## config.mk

```make
export PLATFORM = sky130hd
export DESIGN_NAME = piso_serializer
export DESIGN_NICKNAME = d
export VERILOG_FILES = /design/src/rtl/piso_serializer.sv
export SDC_FILE = /design/constraint.sdc
export NUM_CORES = 1
export LEC_CHECK = 0
export CAP_MARGIN = 30
export CORE_UTILIZATION = 47
export DETAILED_ROUTE_END_ITERATION = 6
export GPL_ROUTABILITY_DRIVEN = 0
export PLACE_DENSITY = 0.8
export SYNTH_ARGS = -nofsm -noshare
export SYNTH_HDL_FRONTEND = slang
export SYNTH_SLANG_ARGS = --single-unit
```

## constraint.sdc

```tcl
create_clock -name clk -period 1.7 [get_ports clk]
set_input_delay 0.425 -clock clk [delete_from_list [all_inputs] [get_ports clk]]
set_output_delay 0.425 -clock clk [all_outputs]
set_load 0.03 [all_outputs]
```

## src/rtl/piso_serializer.sv

```systemverilog
// Parallel-in serial-out shifter with a load/ready handshake and per-bit strobes.
// Optional build macro PISO_PARITY_EN appends an even-parity bit to each frame.
module piso_serializer #(
  parameter int WIDTH     = 8,
  parameter int MSB_FIRST = 1
) (
  input  logic             clk,
  input  logic             rst,
  input  logic             load_valid,
  output logic             load_ready,
  input  logic [WIDTH-1:0] load_data,
  input  logic             shift_en,
  output logic             sout,
  output logic             sout_valid,
  output logic             frame_start,
  output logic             frame_last,
  output logic             busy
);

  localparam int CW = $clog2(WIDTH + 2);
`ifdef PISO_PARITY_EN
  localparam int FRAME_LEN = WIDTH + 1;
`else
  localparam int FRAME_LEN = WIDTH;
`endif
  localparam logic [CW-1:0] LEN_C = CW'(FRAME_LEN);
  localparam logic [CW-1:0] ONE_C = CW'(1);

  typedef enum logic {IDLE, SHIFT} state_t;

  state_t           state;
  state_t           state_nxt;
  logic [WIDTH-1:0] shreg;
  logic [WIDTH-1:0] shreg_shifted;
  logic [CW-1:0]    cnt;
  logic             data_bit;
  logic             next_bit;
  logic             last_bit;
  logic             emit;
  logic             take;

  assign data_bit      = (MSB_FIRST != 0) ? shreg[WIDTH-1] : shreg[0];
  assign shreg_shifted = (MSB_FIRST != 0) ? {shreg[WIDTH-2:0], 1'b0}
                                          : {1'b0, shreg[WIDTH-1:1]};
  assign last_bit      = (cnt == ONE_C);
  assign take          = load_valid && load_ready;

`ifdef PISO_PARITY_EN
  logic par;

  // Parity is taken from the captured word and sent once the data bits are exhausted.
  always_ff @(posedge clk) begin
    if (take) par <= ^load_data;
  end

  assign next_bit = last_bit ? par : data_bit;
`else
  assign next_bit = data_bit;
`endif

  always_ff @(posedge clk) begin
    if (!rst) state <= IDLE;
    else      state <= state_nxt;
  end

  always_comb begin
    state_nxt = state;
    case (state)
      IDLE:    if (load_valid) state_nxt = SHIFT;
      SHIFT:   if (shift_en && last_bit && !load_valid) state_nxt = IDLE;
      default: state_nxt = IDLE;
    endcase
  end

  // The last-bit cycle doubles as a load slot so frames can run back to back.
  always_comb begin
    load_ready = 1'b0;
    busy       = 1'b0;
    emit       = 1'b0;
    case (state)
      IDLE:  load_ready = 1'b1;
      SHIFT: begin
        busy       = 1'b1;
        emit       = shift_en;
        load_ready = shift_en && last_bit;
      end
      default: ;
    endcase
  end

  always_ff @(posedge clk) begin
    if (!rst) begin
      shreg       <= '0;
      cnt         <= '0;
      sout        <= 1'b0;
      sout_valid  <= 1'b0;
      frame_start <= 1'b0;
      frame_last  <= 1'b0;
    end else begin
      sout_valid  <= emit;
      frame_start <= emit && (cnt == LEN_C);
      frame_last  <= emit && last_bit;
      if (emit) begin
        sout  <= next_bit;
        shreg <= shreg_shifted;
        cnt   <= cnt - ONE_C;
      end
      if (take) begin
        shreg <= load_data;
        cnt   <= LEN_C;
      end
    end
  end

endmodule

```

Word-level counts from Yosys, hierarchy flattened. Cells that the tools add are included.

$add $sub $neg: 1. Equal/unequal tests: 2. Muxes and demuxes: 10. Bitwise operators: 2. Reductions and logical operators: 8.

Operator list (count): $mux 8 (2); $mux 4 (2); $logic_and 1x1->1 (5); $eq 4x1->1 const B (1); $eq 4x4->1 const B (1); $mux 1 (4); $pmux 1 s2 (2); $sub 4x1->4 const B (1); $not 1->1 (2); $reduce_bool 2->1 (1); $reduce_or 2->1 (1); $logic_not 1->1 (1).

Bits in registers: 17. Input bits: 12. Output and inout bits: 6. Logic and storage cells: 31.

Logic depth before layout (Yosys ltp).
Depth in word-level cells: 5. Mapped depth: 7. Mapped depth without buffers: 5.

Least setup slack after synthesis. Ideal clock, no wire load.

Kind: flip-flop to output port. From: reg state. To: out load_ready. Arrival time: 1.126 ns. Required time: 1.275 ns. Slack: 0.149 ns. Stages on the path, launching flop included: 3. Buffers on the path: 1. Cells stage by stage: dfxtp_1 > clkbuf_1 > nand2_1.

Longest elaborated chain between the ends: 2.

Ends and longest elaborated chain: start, declared (RTL line 31) `state_t state;`; start signal, assigned (RTL line 63) `else state <= state_nxt;`; $not 1->1; $pmux 1 s2 * (RTL line 80) `case (state)`; end, declared (RTL line 10) `output logic load_ready,`.

Mark *: on every way between the ends. The rest lies on a longest branch, timed or not.

Final worst setup path.
From: reg cnt[1]. To: out load_ready.

Longest elaborated chain between the ends: 3.

Ends and longest elaborated chain: start, declared (RTL line 35) `logic [CW-1:0] cnt;`; start signal, assigned (RTL line 106) `cnt <= cnt - ONE_C;`; $eq 4x1->1 (RTL line 45) `assign last_bit = (cnt == ONE_C);`; $logic_and 1x1->1 (RTL line 85) `load_ready = shift_en && last_bit;`; $pmux 1 s2 (RTL line 80).

No other way between the ends.

==> results.sh <==
export IMPL_leakage_uw=0.0004950
export IMPL_endpoint="load_ready"
export IMPL_dp_cells=112
export IMPL_min_path_type="register to register"
export IMPL_cts_buffer_depth=2
export IMPL_cts_tree="done"
export IMPL_synth_warnings=0
export IMPL_grt_max_degree=13
export IMPL_reg2regPathDepth=6
export IMPL_yosysSeqAreaShare=0.4496
export IMPL_slew_headroom=0.7488
export IMPL_initial_core_util=0.5025
export IMPL_rsz0062_at_grt="true"
export IMPL_path_max_fanout=4
export IMPL_post_route_min_period_ps=1671
export IMPL_syn_nets=91
export IMPL_die_area_um2=1775
export IMPL_syn_area_um2=757.0
export IMPL_drtPass1Iterations=4
export IMPL_crit_buf_inv=2
export IMPL_chipWidth_um=42.13
export IMPL_drtIter0Drc=17
export IMPL_chipHeight_um=42.13
export IMPL_final_cell_mix="dfxtp_1 (15), a211oi_1 (14), clkdlybuf4s50_1 (10)"
export IMPL_gr_total_overflow=0
export IMPL_r2r_start="cnt[1]"
export IMPL_ant_nets=0
export IMPL_num_vias=672
export IMPL_drc_errors=0
export IMPL_core_rowCount=14
export IMPL_final_setup_viol_count=0
export IMPL_end_kind="output port"
export IMPL_worstSetupStartpointType="register"
export IMPL_io_buffer_count=17
export IMPL_num_nets_final=117
export IMPL_synthCells=76
export IMPL_rrSetupSlack_ps=190
export IMPL_final_common_cell="dfxtp_1"
export IMPL_peakVddDrop_v=0.0004971
export IMPL_wire_per_inst_um=12.97
export IMPL_cp_arrival_ps=1250
export IMPL_placedInstanceArea_um2=969.7
export IMPL_grtUsageTotal=0.1818
export IMPL_vias_per_cell=5.744
export IMPL_required_ps=1270
export IMPL_worst_pin_slew_ps=376.3
export IMPL_dp_hpwl_um=1027
export IMPL_path_cells="inv_4 > ha_4 > nand4bb_1 > nand2_1 > buf_6"
export IMPL_critPathLaunch="cnt[1]"
export IMPL_ys_ff_latch=17
export IMPL_critical_path_slowest_cell="dfxtp_2"
export IMPL_avgSynthCellArea_um2=9.960
export IMPL_critPathMaxStageDelay_ps=360
export IMPL_power_uw=804.7
export IMPL_htreeDepth=1
export IMPL_cts_root_buf="clkbuf_4"
export IMPL_coreArea_um2=1506
export IMPL_syn2layout_area_growth_pct=36.36
export IMPL_fin_crit_sh=0.9832
export IMPL_final_max_slew_viol_count=0
export IMPL_fmax_ghz=0.5983
export IMPL_skew_ps=2.649
export IMPL_maxCapViolCount=0
export IMPL_clk_latency_ps=290
export IMPL_power_density_nw_per_um2=779.5
export IMPL_final_cells=117
export IMPL_yosysUniqueCellTypes=22
export IMPL_cts_sinks=17
export IMPL_numCtsBuffers=3
export IMPL_antenna_cells=0
export IMPL_grt_pass1_wl_um=2435
export IMPL_cp_top_family="flip-flops"
export IMPL_antenna_found_initial=0
export IMPL_critical_path_class="register to output port"
export IMPL_path_clk_slew_ps=90
export IMPL_drive_gt1_frac=0.1683
export IMPL_final_area_um2=1032
export IMPL_grt_pass1_vias=569
export IMPL_status="finished, final reports clean"
export IMPL_routed_wl_um=1517
export IMPL_pin_count=18
export IMPL_r2r_end="shreg[1]"
export IMPL_finalHoldViolations=0
export IMPL_crit_cells=5
## layout make-up
cell class | count | area (µm²)
Timing Repair Buffer | 25 | 234.0
Tap cell | 16 | 20.02
Sequential cell | 17 | 345.3
Inverter | 5 | 21.27
Fill cell | 131 | 474.2
Clock buffer | 4 | 26.28
Multi-Input combinational cell | 50 | 385.4
## stage by stage
stage	hold slack (ps)	TNS (ps)	util	setup slack, ps
after floorplan	441.5	0	-	149.4
after global placement	442.2	-834.3	0.6437	-122.9
after detailed placement	447.0	-1264	0.6437	-135.6
after CTS	457.5	0	0.6769	4.823
after global routing	487.7	-19.53	0.6852	-19.53
final	453.5	0	0.6852	28.64
## how the worst min path moves through the flow
stage / startpoint / end / slack [ps] / cells after the start
finish: sout / sout / 450 / 2
floorplan: cnt[3] / frame_start / 440 / 2
detailed placement: sout / sout / 450 / 2
global placement: sout / sout / 440 / 2
global route: sout / sout / 490 / 2
CTS: sout / sout / 460 / 2
## repair_timing
item / in CTS / in global routing
resized for setup: 8 / 5
pin swaps: 1 / 0
setup endpoints to repair: 2 / 4
cloned: 0 / 0
hold buffers: 0 / 0
setup buffers: 1 / 0
## logic make-up (layout without fill, tap and decap cells)
family                     Yosys count  in the layout  synth area share
AOI/OAI and AO/OA                   21             21            0.1951
xor gates and xnor gates             2              2           0.02314
adders and majority gates            3              3           0.04959
buffers and inverters                9             34           0.05785
DFF                                 17             17            0.4496
muxes                                8              8            0.1058
and+or+nand+nor                     16             16            0.1190
## routing by layer
layer | vias up | track usage | part of all wire
li1 | 333 | - | -
met1 | 319 | 0.2222 | 0.47
met2 | 18 | 0.2906 | 0.47
met3 | 2 | 0.03879 | 0.042
met4 | 0 | 0.1125 | 0.014
met5 | - | 0 | 0
## registers in the layout (all words and copies together), names as in the netlist
signal,flops
frame_last,1
frame_start,1
sout_valid,1
state,1
shreg,8
sout,1
cnt,4
## tightest hold or removal path: stages, from the launching register on
cell	delay [ps]
dfxtp_1	320
nand2_1	50
a21oi_1	50
## where the power goes
group | total (µW) | leakage (µW) | internal (µW) | switching (µW)
registers | 444 | 0.000141 | 423 | 20.7
clock network | 216 | 0.0000150 | 91.2 | 125
logic | 145 | 0.000339 | 77.0 | 67.6
total | 805 | 0.000495 | 591 | 213
## synth_stat cells (all sizes together)
cell type | number | area share
a21o | 1 | 0.0099
or3 | 2 | 0.017
a21oi | 2 | 0.013
nor3 | 1 | 0.0066
nand2 | 5 | 0.025
xnor2 | 2 | 0.023
a211oi | 14 | 0.14
ha | 3 | 0.050
nor4b | 1 | 0.012
nand3 | 3 | 0.020
clkinv | 2 | 0.0099
nand4bb | 1 | 0.015
o21ai | 2 | 0.013
dfxtp | 17 | 0.45
buf | 3 | 0.028
inv | 3 | 0.015
o2111ai | 1 | 0.012
a31oi | 1 | 0.0083
clkbuf | 1 | 0.0050
and3 | 3 | 0.025
mux2i | 8 | 0.11
Note: power is estimated with default switching activity, not from simulation.
==> RTL edit (same settings) <==
One comparison of `cnt` changes from == to >=.
--- a/src/rtl/piso_serializer.sv
+++ b/src/rtl/piso_serializer.sv
@@ -98,7 +98,7 @@
       frame_last  <= 1'b0;
     end else begin
       sout_valid  <= emit;
-      frame_start <= emit && (cnt == LEN_C);
+      frame_start <= emit && (cnt >= LEN_C);
       frame_last  <= emit && last_bit;
       if (emit) begin
         sout  <= next_bit;
Behaviour: no difference found for any inputs over 10 cycles, from zero or initial values and one cycle with rst low; that may be too few to reach the edited logic, so the function may still have changed.
==> RTL edit against the unedited design <==
- synthesized cell count is the same
- combinational power grew 41%
- setup slack gained 0.0052 ns
- power grew 8.6%
- area after synthesis grew 3.3%
- routed wire length grew 44%
- design area grew 14%
- global-route usage grew 4.8 points
- sequential cell count is the same
- final cell count grew 11%
- largest power group unchanged
- first-iteration DRC count grew 5.9%
- critical endpoint unchanged
- critical path depth is the same
==> RTL edit: results (changes against the unedited design) <==
.. list-table::
   :header-rows: 1

   * - Metric
     - Value
   * - Fraction of area in registers
     - 29.2% (was 33.5%)
   * - Worst-case clock skew
     - 0.00615 ns (was 0.00265 ns)
   * - Worst hold-check slack
     - 0.456 ns (was 0.453 ns)
   * - Final wirelength
     - 2.18 mm (was 1.52 mm)
   * - Multi-input gate area in the final layout
     - 439 um2 (was 385 um2)
   * - Clk pwr
     - 227 uW (was 216 uW)
   * - Most numerous cell types in the synthesized netlist
     - sky130_fd_sc_hd__dfxtp_1, sky130_fd_sc_hd__a211oi_1, sky130_fd_sc_hd__a211oi_2, sky130_fd_sc_hd__mux2i_1, sky130_fd_sc_hd__nand2_1 (was sky130_fd_sc_hd__dfxtp_1, sky130_fd_sc_hd__a211oi_1, sky130_fd_sc_hd__mux2i_1)
   * - Initial drt markers
     - 18 (was 17)
   * - Power consumption
     - 874 uW (was 805 uW)
   * - Count of different cell masters after synthesis
     - 25 (was 22)
   * - Comb pwr
     - 205 uW (was 145 uW)
   * - Total met3 wirelength after detailed routing
     - 84 um (was 63 um)
   * - Met2 wire length
     - 1.12 mm (was 719 um)
   * - Biggest area contributors in the synthesized netlist
     - sky130_fd_sc_hd__dfxtp_1, sky130_fd_sc_hd__a211oi_2, sky130_fd_sc_hd__mux2i_1 (was sky130_fd_sc_hd__dfxtp_1, sky130_fd_sc_hd__a211oi_1, sky130_fd_sc_hd__mux2i_1)
   * - P_leak
     - 0.508 nW (was 0.495 nW)
   * - Number of nets in the layout
     - 129 (was 117)
   * - Vias in the first global route
     - 678 (was 569)
   * - Post-Synthesis Net Count
     - 90 (was 91)
   * - Destination of the worst register-to-register timing path
     - shreg[3]$_SDFFE_PN0P_ (was shreg[1]$_SDFFE_PN0P_)
   * - Xor/xnor cell area share of the yosys netlist
     - 2.24% (was 2.31%)
   * - Cell Area, Placed
     - 1030 um2 (was 970 um2)
   * - Non-clock buffer share of cell area
     - 28.2% (was 22.7%)
   * - Multiplexer fraction of the synthesized cell area
     - 8.96% (was 10.6%)
   * - Result of the run
     - completed (unchanged)
   * - Number of inserted filler cells in the final layout
     - 97 (was 131)
   * - Hold path start
     - shreg[7]$_SDFFE_PN0P_ (was sout$_SDFFE_PN0P_)
   * - Register area share after synthesis
     - 43.5% (was 45.0%)
   * - Layout cell share with drive strength beyond 1
     - 36.8% (was 16.8%)
   * - Worst reg2reg path depth
     - 8 (was 6)
   * - Overall global routing resource usage
     - 23.0% (was 18.2%)
   * - Met1 demand-to-capacity share in global routing
     - 24.9% (was 22.2%)
   * - Pin count of the biggest net entering global routing
     - 10 (was 13)
   * - R2R setup slack
     - 0.04 ns (was 0.19 ns)
   * - Global-route track usage on met2
     - 36.7% (was 29.1%)
==> RTL edit: cell types whose count changed after synthesis, moves of 2 or more <==
| cell | unedited run | this run |
|---|---|---|
| sky130_fd_sc_hd__nor2_1 | 0 | 2 |
| sky130_fd_sc_hd__nand3_1 | 3 | 1 |
| sky130_fd_sc_hd__a211oi_1 | 14 | 7 |
| sky130_fd_sc_hd__a211oi_2 | 0 | 7 |
==> RTL edit: through the flow <==
stage / setup slack, ns / instances / util (%)
after floorplan: 0.266 / 76 / -
after global placement: -0.118 / 116 / 67.4
after detailed placement: -0.161 / 116 / 67.4
after CTS: 0.00661 / 128 / 73.2
after global routing: -0.0128 / 130 / 77.1
final: 0.0338 / 130 / 77.1
==> RTL edit: timing repair <==
item	4_1_cts	5_1_grt
gates cloned	0	0
setup endpoints to repair	5	10
gates resized for setup	8	8
setup buffers	8	2
hold endpoints to repair	0	0
pin swaps	2	2
